`src/rtl/riscv_pipeline_ctrl.sv`:
```
// riscv_pipeline_ctrl: RV32I 5-stage hazard / flow-control unit.
// Stall and clear controls for load-use, redirect flush and dmem hold.
// Ports: i_clk, i_rstn (async low); ID rs1/rs2 + enables; EX rd/load/
// valid/redirect; dmem req/ready; i_perf_clr. Outputs: PC stall/load,
// per-register stall/clr, o_state, o_stall_cnt, o_flush_cnt.
// Optional macro RISCV_PIPE_PERF_EN enables the saturating perf counters.
module riscv_pipeline_ctrl #(
   parameter int IMEM_LATENCY = 1,
   parameter int CNT_W        = 32
) (
   input  logic             i_clk,
   input  logic             i_rstn,
   input  logic [4:0]       i_id_rs1,
   input  logic             i_id_rs1_en,
   input  logic [4:0]       i_id_rs2,
   input  logic             i_id_rs2_en,
   input  logic [4:0]       i_ex_rd,
   input  logic             i_ex_load,
   input  logic             i_ex_valid,
   input  logic             i_ex_redirect,
   input  logic             i_dmem_req,
   input  logic             i_dmem_ready,
   input  logic             i_perf_clr,
   output logic             o_pc_stall,
   output logic             o_pc_load,
   output logic             o_if_id_stall,
   output logic             o_if_id_clr,
   output logic             o_id_ex_stall,
   output logic             o_id_ex_clr,
   output logic             o_ex_mem_stall,
   output logic             o_mem_wb_clr,
   output logic [1:0]       o_state,
   output logic [CNT_W-1:0] o_stall_cnt,
   output logic [CNT_W-1:0] o_flush_cnt
);

   typedef enum logic [1:0] {
      RUN   = 2'd0,
      FLUSH = 2'd1,
      HOLD  = 2'd2
   } state_t;

   localparam logic [2:0] LAT = 3'(IMEM_LATENCY);

   state_t     state_q, state_d;
   state_t     saved_q, saved_d;
   state_t     eff;
   logic [2:0] cnt_q, cnt_d;
   logic       pend_q, pend_d;
   logic       hold, redir, lu, rs1_hit, rs2_hit;

   always_comb begin
      hold    = i_dmem_req && !i_dmem_ready;
      rs1_hit = i_id_rs1_en && (i_id_rs1 == i_ex_rd);
      rs2_hit = i_id_rs2_en && (i_id_rs2 == i_ex_rd);
      lu      = i_ex_valid && i_ex_load && (i_ex_rd != 5'd0)
                && (rs1_hit || rs2_hit);
      // pend_q can only be set while holding, so it is a deferred redirect
      redir   = i_ex_redirect || pend_q;
      // On the release cycle behave as the state that was interrupted
      eff     = (state_q == HOLD) ? saved_q : state_q;
   end

   always_comb begin
      state_d        = state_q;
      saved_d        = saved_q;
      cnt_d          = cnt_q;
      pend_d         = pend_q;
      o_pc_stall     = 1'b0;
      o_pc_load      = 1'b0;
      o_if_id_stall  = 1'b0;
      o_if_id_clr    = 1'b0;
      o_id_ex_stall  = 1'b0;
      o_id_ex_clr    = 1'b0;
      o_ex_mem_stall = 1'b0;
      o_mem_wb_clr   = 1'b0;
      if (hold) begin
         o_pc_stall     = 1'b1;
         o_if_id_stall  = 1'b1;
         o_id_ex_stall  = 1'b1;
         o_ex_mem_stall = 1'b1;
         o_mem_wb_clr   = 1'b1;
         state_d        = HOLD;
         if (state_q != HOLD) begin
            saved_d = state_q;
         end
         if (i_ex_redirect) begin
            pend_d = 1'b1;
         end
      end else if (redir) begin
         o_pc_load   = 1'b1;
         o_if_id_clr = 1'b1;
         o_id_ex_clr = 1'b1;
         cnt_d       = LAT;
         pend_d      = 1'b0;
         state_d     = (IMEM_LATENCY > 0) ? FLUSH : RUN;
      end else if (eff == FLUSH) begin
         o_if_id_clr = 1'b1;
         cnt_d       = cnt_q - 3'd1;
         state_d     = (cnt_q <= 3'd1) ? RUN : FLUSH;
      end else begin
         state_d = RUN;
         if (lu) begin
            o_pc_stall    = 1'b1;
            o_if_id_stall = 1'b1;
            o_id_ex_clr   = 1'b1;
         end
      end
   end

   always_ff @(posedge i_clk or negedge i_rstn) begin
      if (!i_rstn) begin
         state_q <= RUN;
         saved_q <= RUN;
         cnt_q   <= 3'd0;
         pend_q  <= 1'b0;
      end else begin
         state_q <= state_d;
         saved_q <= saved_d;
         cnt_q   <= cnt_d;
         pend_q  <= pend_d;
      end
   end

   assign o_state = state_q;

`ifdef RISCV_PIPE_PERF_EN
   logic [CNT_W-1:0] stall_cnt_q, stall_cnt_d;
   logic [CNT_W-1:0] flush_cnt_q, flush_cnt_d;

   always_comb begin
      stall_cnt_d = stall_cnt_q;
      flush_cnt_d = flush_cnt_q;
      if (i_perf_clr) begin
         stall_cnt_d = '0;
         flush_cnt_d = '0;
      end else begin
         if (o_pc_stall && (stall_cnt_q != '1)) begin
            stall_cnt_d = stall_cnt_q + CNT_W'(1);
         end
         if (o_pc_load && (flush_cnt_q != '1)) begin
            flush_cnt_d = flush_cnt_q + CNT_W'(1);
         end
      end
   end

   always_ff @(posedge i_clk or negedge i_rstn) begin
      if (!i_rstn) begin
         stall_cnt_q <= '0;
         flush_cnt_q <= '0;
      end else begin
         stall_cnt_q <= stall_cnt_d;
         flush_cnt_q <= flush_cnt_d;
      end
   end

   assign o_stall_cnt = stall_cnt_q;
   assign o_flush_cnt = flush_cnt_q;
`else
   logic unused_perf_clr;
   assign unused_perf_clr = i_perf_clr;
   assign o_stall_cnt     = '0;
   assign o_flush_cnt     = '0;
`endif

endmodule

```
`config.mk`:
```
export PLATFORM = sky130hd
export DESIGN_NAME = riscv_pipeline_ctrl
export DESIGN_NICKNAME = d
export VERILOG_FILES = /design/src/rtl/riscv_pipeline_ctrl.sv
export SDC_FILE = /design/constraint.sdc
export NUM_CORES = 1
export LEC_CHECK = 0
export BUFFER_PORTS_ARGS = -buffer_cell sky130_fd_sc_hd__buf_2
export CORE_MARGIN = 2
export CORE_UTILIZATION = 40
export DETAILED_ROUTE_END_ITERATION = 6
export PLACE_DENSITY = 0.93
export REMOVE_ABC_BUFFERS = 1
export SYNTH_ARGS = -nofsm -noshare
export SYNTH_HDL_FRONTEND = slang
export SYNTH_SLANG_ARGS = --single-unit
```
`constraint.sdc`:
```
create_clock -name i_clk -period 3.5 [get_ports i_clk]
set_input_delay 0.35 -clock i_clk [delete_from_list [all_inputs] [get_ports i_clk]]
set_output_delay 0.35 -clock i_clk [all_outputs]
set_load 0.01 [all_outputs]
```
# Yosys cells after proc, flatten, opt, wreduce, memory -nomap -nowiden

Index checks and enable logic that the tools add are counted.

Bits in registers: 8
Input bits: 25
Output and inout port bits: 74
Logic and storage cells: 50

Add/subtract/negate cells: 1
Order comparisons: 1
Equal/unequal tests: 6
Multiplexer cells: 22
Bitwise gates (word level): 1
Reductions and logical operators: 15

Operators with widths:

| cell                                                                   | count |
|---|---|
| 1-bit 2-to-1 mux                                                       | 18 |
| 5-bit == test                                                          | 2 |
| 1-bit logical AND                                                      | 6 |
| 3-bit 2-to-1 mux                                                       | 2 |
| 2-bit AND reduction                                                    | 3 |
| 5-bit nonzero test                                                     | 1 |
| 2-bit 2-to-1 mux                                                       | 2 |
| 2-bit inequality test (second input constant)                          | 2 |
| 2-bit nonzero test                                                     | 2 |
| 3-bit by 1-bit <= comparator with 1-bit output (second input constant) | 1 |
| 3-bit by 1-bit subtractor with 3-bit output (second input constant)    | 1 |
| 2-bit by 1-bit == test with 1-bit output (second input constant)       | 1 |
| 2-bit == test (second input constant)                                  | 1 |
| 1-bit logical OR                                                       | 2 |
| 1-bit logical NOT                                                      | 1 |
| 1-bit NOT                                                              | 1 |

# Depth between registers and ports, before layout

Depth after elaboration: 8
Gate-level depth with buffers: 5
Gate-level depth less buffers: 5

# Worst setup path before layout

No wires, ideal clock.

Kind: input port to output port
Start: in i_ex_rd[3]
End: out o_pc_stall
Data arrival time: 1.525 ns
Required time: 3.150 ns
Slack: 1.625 ns
Stages on the path: 5
Path buffers: 1
Cells stage by stage: xor2_1 > nor4_2 > a32oi_1 > o41ai_2 > buf_4

Longest elaborated chain between the ends: 8
Elaborated cells between the ends (all ways): 12
Classes of those cells: eq/ne: 2; mux: 4; reduce/logical: 6

Ends and longest elaborated chain:

| item                                        | line   | text |
|---|---|---|
| start, declared                             | 17     | `input logic [4:0] i_ex_rd,` |
| 5-bit == test, on equally long branches     | 54, 55 |  |
| 1-bit logical AND, on equally long branches | 54, 55 |  |
| 1-bit logical OR                            | 57     | `&& (rs1_hit \|\| rs2_hit);` |
| 1-bit logical AND *                         | 57     |  |
| 1-bit 2-to-1 mux * (4 in a row)             | -      |  |
| end, declared                               | 24     | `output logic o_pc_stall,` |

Every way passes the cells marked *; elsewhere a longest branch is shown, timed or not.

# Final worst setup path

Start: reg state_q[1], in the netlist o_state[1]
End: out o_if_id_stall

Longest elaborated chain between the ends: 6

Ends and longest elaborated chain:

| item                                       | line | text |
|---|---|---|
| start, declared                            | 45   | `state_t state_q, state_d;` |
| start signal, assigned                     | 118  | `state_q <= state_d;` |
| 2-bit == test                              | 61   | `eff = (state_q == HOLD) ? saved_q : state_q;` |
| 2-bit 2-to-1 mux *                         | 61   |  |
| 2-bit by 1-bit == test with 1-bit output * | 97   | `end else if (eff == FLUSH) begin` |
| 1-bit 2-to-1 mux *                         | 97   |  |
| 1-bit 2-to-1 mux *                         | 90   | `end else if (redir) begin` |
| 1-bit 2-to-1 mux *                         | 77   | `if (hold) begin` |
| end, declared                              | 26   | `output logic o_if_id_stall,` |

Marked as above.

==> flow_results.xml <==
<?xml version="1.0" encoding="UTF-8"?>
<metrics>
  <group name="place">
    <metric name="post_dp_cell_area" unit="sq um">988</metric>
    <metric name="routabilityCongestion" unit="">0.829</metric>
    <metric name="placement.setup.worst_slack" unit="ps">1520</metric>
    <metric name="io_buffers" unit="">33</metric>
    <metric name="dpl.hpwl" unit="um">1410</metric>
  </group>
  <group name="min_path">
    <metric name="worstHoldPathCells" unit="">3</metric>
    <metric name="hp-class" unit="">in2reg</metric>
  </group>
  <group name="critical_path">
    <metric name="critical-path-top-delay-family" unit="">compound AO/OA/AOI/OAI gates</metric>
    <metric name="critical_path.slowest_cell" unit="">sky130_fd_sc_hd__dfrtp_1</metric>
    <metric name="type_of_element_launching_the_critical_path" unit="">flop</metric>
    <metric name="worst-path-buf-inv" unit="">1</metric>
    <metric name="crit_path_max_incr_delay" unit="ps">410</metric>
    <metric name="worstPathCellList" unit="">and4bb_4 -&gt; nor2_1 -&gt; o2111ai_1 -&gt; o41ai_2 -&gt; buf_2</metric>
    <metric name="cp_max_fo" unit="">5</metric>
    <metric name="cp_data_arrival_time" unit="ps">1620</metric>
    <metric name="required_time_reported_for_the_critical_path_endpoint" unit="ps">3150</metric>
    <metric name="ff2ff_path_depth" unit="">4</metric>
    <metric name="number_of_cells_on_the_critical_path" unit="">5</metric>
    <metric name="setup.worst_path.class" unit="">reg2out</metric>
    <metric name="critPathCaptureType" unit="">output pin</metric>
  </group>
  <group name="cells_and_area">
    <metric name="insertedDiodeCount" unit="">0</metric>
    <metric name="fraction_of_layout_instances_using_a_drive_strength_above_1" unit="">0.253</metric>
    <metric name="filler_cell_count" unit="">265</metric>
    <metric name="register_area" unit="sq um">200</metric>
    <metric name="final_nets" unit="">187</metric>
    <metric name="multi_input_area" unit="sq um">571</metric>
    <metric name="layout_overhead_on_the_synthesized_area" unit="%">-2.97</metric>
    <metric name="post_route_cell_area" unit="sq um">1020</metric>
  </group>
  <group name="synth">
    <metric name="ys_seq_area_frac" unit="">0.190</metric>
    <metric name="synth_largest_type_area_fraction" unit="">0.478</metric>
    <metric name="synth_edf_count" unit="">0</metric>
    <metric name="avgSynthCellArea" unit="sq um">8.42</metric>
    <metric name="yosys-top-cells-area" unit="">sky130_fd_sc_hd__buf_4, sky130_fd_sc_hd__dfrtp_1, sky130_fd_sc_hd__xor2_1, sky130_fd_sc_hd__xnor2_1, sky130_fd_sc_hd__ha_1</metric>
    <metric name="yosysMostFrequentCell" unit="">sky130_fd_sc_hd__buf_4</metric>
    <metric name="primary_ff_master_synth" unit="">sky130_fd_sc_hd__dfrtp_1</metric>
    <metric name="synth_area_leader_cell" unit="">sky130_fd_sc_hd__buf_4</metric>
    <metric name="synth-warning-count" unit="">0</metric>
    <metric name="synthesis.instances" unit="">125</metric>
    <metric name="synth-seq-cells" unit="">8</metric>
    <metric name="synth_async_sr_flop_share" unit="">1.00</metric>
    <metric name="synth_top_cells_by_count" unit="">sky130_fd_sc_hd__buf_4, sky130_fd_sc_hd__xor2_1, sky130_fd_sc_hd__dfrtp_1, sky130_fd_sc_hd__nor2_1</metric>
    <metric name="yosys.cell_types.count" unit="">25</metric>
    <metric name="post_synth_instance_area" unit="sq um">1050</metric>
  </group>
  <group name="clocking">
    <metric name="tritoncts_clock_tree" unit="">built</metric>
    <metric name="post_cts_buffers" unit="">0</metric>
    <metric name="cts.htree.levels" unit="">1</metric>
    <metric name="cts-root-buf" unit="">sky130_fd_sc_hd__clkbuf_4</metric>
    <metric name="tritoncts.num_buffers" unit="">3</metric>
    <metric name="cts.reportedPaths.clkPinSlew" unit="ps">50</metric>
    <metric name="worstSkewPairLatency" unit="ps">250</metric>
    <metric name="clockBufferDepth" unit="">2</metric>
    <metric name="clock_sinks" unit="">8</metric>
  </group>
  <group name="detailed_routing">
    <metric name="drtAntennaViolNets" unit="">0</metric>
    <metric name="vias" unit="">707</metric>
    <metric name="drc_viols" unit="">0</metric>
    <metric name="drt-wirelength-per-cell" unit="um">8.42</metric>
    <metric name="initialDrtViolationCount" unit="">6</metric>
    <metric name="drt_first_pass_iters" unit="">4</metric>
    <metric name="via_per_inst" unit="">3.76</metric>
    <metric name="wl" unit="um">1580</metric>
  </group>
  <group name="power_and_ir_drop">
    <metric name="vdd_drop_max" unit="uV">218</metric>
    <metric name="static-leakage-power" unit="nW">0.601</metric>
    <metric name="cellPowerDensity" unit="nW/um^2">295</metric>
  </group>
  <group name="global_routing">
    <metric name="globalRoute.totalOverflow" unit="">0</metric>
    <metric name="first_global_vias" unit="">501</metric>
    <metric name="grt_max_degree" unit="">9</metric>
    <metric name="grt_antenna_before_repair" unit="">0</metric>
    <metric name="grt_use_total" unit="">0.0854</metric>
    <metric name="grt_pass1_wl" unit="um">2150</metric>
  </group>
  <group name="die">
    <metric name="die_h" unit="um">55.3</metric>
    <metric name="num_rows" unit="">18</metric>
    <metric name="io-pin-count" unit="">99</metric>
    <metric name="floorplan.die.width" unit="um">55.3</metric>
    <metric name="start_util" unit="">0.425</metric>
    <metric name="die-area" unit="sq um">3060</metric>
    <metric name="core_area" unit="sq um">2480</metric>
  </group>
  <group name="timing">
    <metric name="setup-violations-final" unit="">0</metric>
    <metric name="finalClockSkew" unit="ps">5.67</metric>
    <metric name="layout_worst_path_cycle_share" unit="">0.562</metric>
    <metric name="finalCriticalPeriod" unit="ps">1970</metric>
    <metric name="grt_setup_unrepaired" unit="">false</metric>
    <metric name="finalHoldViolCount" unit="">0</metric>
    <metric name="max_slew_violation_count" unit="">0</metric>
    <metric name="fin_worst_setup_slack" unit="ps">1530</metric>
    <metric name="finalSetupTns" unit="ps">0</metric>
    <metric name="max_clock_freq" unit="MHz">508</metric>
  </group>
  <group name="status">
    <metric name="status" unit="">completed</metric>
  </group>
  <group name="run">
    <metric name="maxCapViolations" unit="">0</metric>
  </group>
</metrics>
[power by group]
part           switching, mW  internal [mW]  total (mW)
clock network         0.0300         0.0391      0.0691
logic                 0.0773         0.0411       0.118
registers            0.00801          0.105       0.113
total                  0.115          0.185       0.301
[flip-flops by register name, indices dropped and copies added, names as in the netlist]
register,flops
saved_q,2
o_state,2
pend_q,1
cnt_q,3
[cells by family (layout without fill, tap and decap cells)]
| logic type | Yosys count | count (layout) | synth area share |
|---|---|---|---|
| AOI/OAI and AO/OA | 13 | 13 | 0.0892 |
| xor gates and xnor gates | 12 | 12 | 0.0999 |
| adders and majority gates | 2 | 2 | 0.0238 |
| buffers and inverters | 71 | 41 | 0.492 |
| DFF | 8 | 8 | 0.190 |
| other | 1 | 64 | 0.00356 |
| and+or+nand+nor | 18 | 18 | 0.101 |
[what timing repair did]
| item | 4_1_cts | 5_1_grt |
|---|---|---|
| hold buffers | 1 | 0 |
| hold endpoints to repair | 8 | 0 |
| gates resized for setup | 0 | 0 |
[worst reg2reg max path, stage by stage (launching register included)]
cell	delay (ps)
sky130_fd_sc_hd__dfrtp_1	400
sky130_fd_sc_hd__and4bb_4	340
sky130_fd_sc_hd__o21ai_2	80
sky130_fd_sc_hd__or4_1	410
sky130_fd_sc_hd__o21ai_0	90
[cells in the final DEF (no fill, tap or decap)]
| cell | count |
|---|---|
| sky130_fd_sc_hd__o41ai_2 | 1 |
| sky130_fd_sc_hd__nor4_1 | 1 |
| sky130_fd_sc_hd__o22ai_1 | 1 |
| sky130_fd_sc_hd__a32oi_1 | 1 |
| sky130_fd_sc_hd__and4bb_4 | 1 |
| sky130_fd_sc_hd__nor2_1 | 6 |
| sky130_fd_sc_hd__dfrtp_1 | 8 |
| sky130_fd_sc_hd__buf_2 | 33 |
| sky130_fd_sc_hd__nand2_1 | 4 |
| sky130_fd_sc_hd__o31ai_1 | 1 |
| sky130_fd_sc_hd__dlygate4sd3_1 | 1 |
| sky130_fd_sc_hd__clkbuf_4 | 3 |
| sky130_fd_sc_hd__and2_0 | 1 |
| sky130_fd_sc_hd__xnor2_1 | 3 |
| sky130_fd_sc_hd__o21ai_0 | 3 |
| sky130_fd_sc_hd__nor2b_1 | 1 |
| sky130_fd_sc_hd__nand2b_1 | 1 |
| sky130_fd_sc_hd__conb_1 | 64 |
| sky130_fd_sc_hd__inv_1 | 4 |
| sky130_fd_sc_hd__o21ai_2 | 1 |
| sky130_fd_sc_hd__ha_1 | 2 |
| sky130_fd_sc_hd__xor2_1 | 9 |
| sky130_fd_sc_hd__a21oi_1 | 3 |
| sky130_fd_sc_hd__or4_1 | 2 |
| sky130_fd_sc_hd__nor4_2 | 1 |
| sky130_fd_sc_hd__o211ai_1 | 1 |
| sky130_fd_sc_hd__o2111ai_1 | 1 |
[per-stage QoR]
step | util | instances | power, mW | hold WS [ps]
final | 0.412 | 188 | 0.301 | 393
after detailed placement | 0.399 | 184 | 0.231 | 201
after global placement | 0.399 | 184 | 0.229 | 195
after floorplan | - | 121 | 0.195 | 54.4
after CTS | 0.412 | 188 | 0.302 | 398
after global routing | 0.412 | 188 | 0.324 | 432
[cell type report]
| type | count | area share |
|---|---|---|
| multi-input cells | 109 | 0.559 |
| repair buffers | 34 | 0.172 |
| well taps | 30 | 0.0368 |
| clock buffers | 3 | 0.0221 |
| flip-flops and latches | 8 | 0.196 |
| inverters | 4 | 0.0147 |
[path summary, 6_finish.rpt]
kind,end,slack (ps),from
worst max-delay path,o_if_id_stall,1530,o_state[1]
worst min-delay path,pend_q,390,i_ex_redirect
worst max register to register,cnt_q[1],2100,o_state[0]
worst min register to register,saved_q[1],490,saved_q[1]
max in group asynchronous,saved_q[1],2870,i_rstn
min in group asynchronous,cnt_q[2],460,i_rstn
[metal layers]
layer	part of all wire	GRT usage
met5	0	0
met4	0.0076	0.0418
met3	0.10	0.0141
met2	0.52	0.138
met1	0.37	0.110
(Power assumes the default switching activity.)
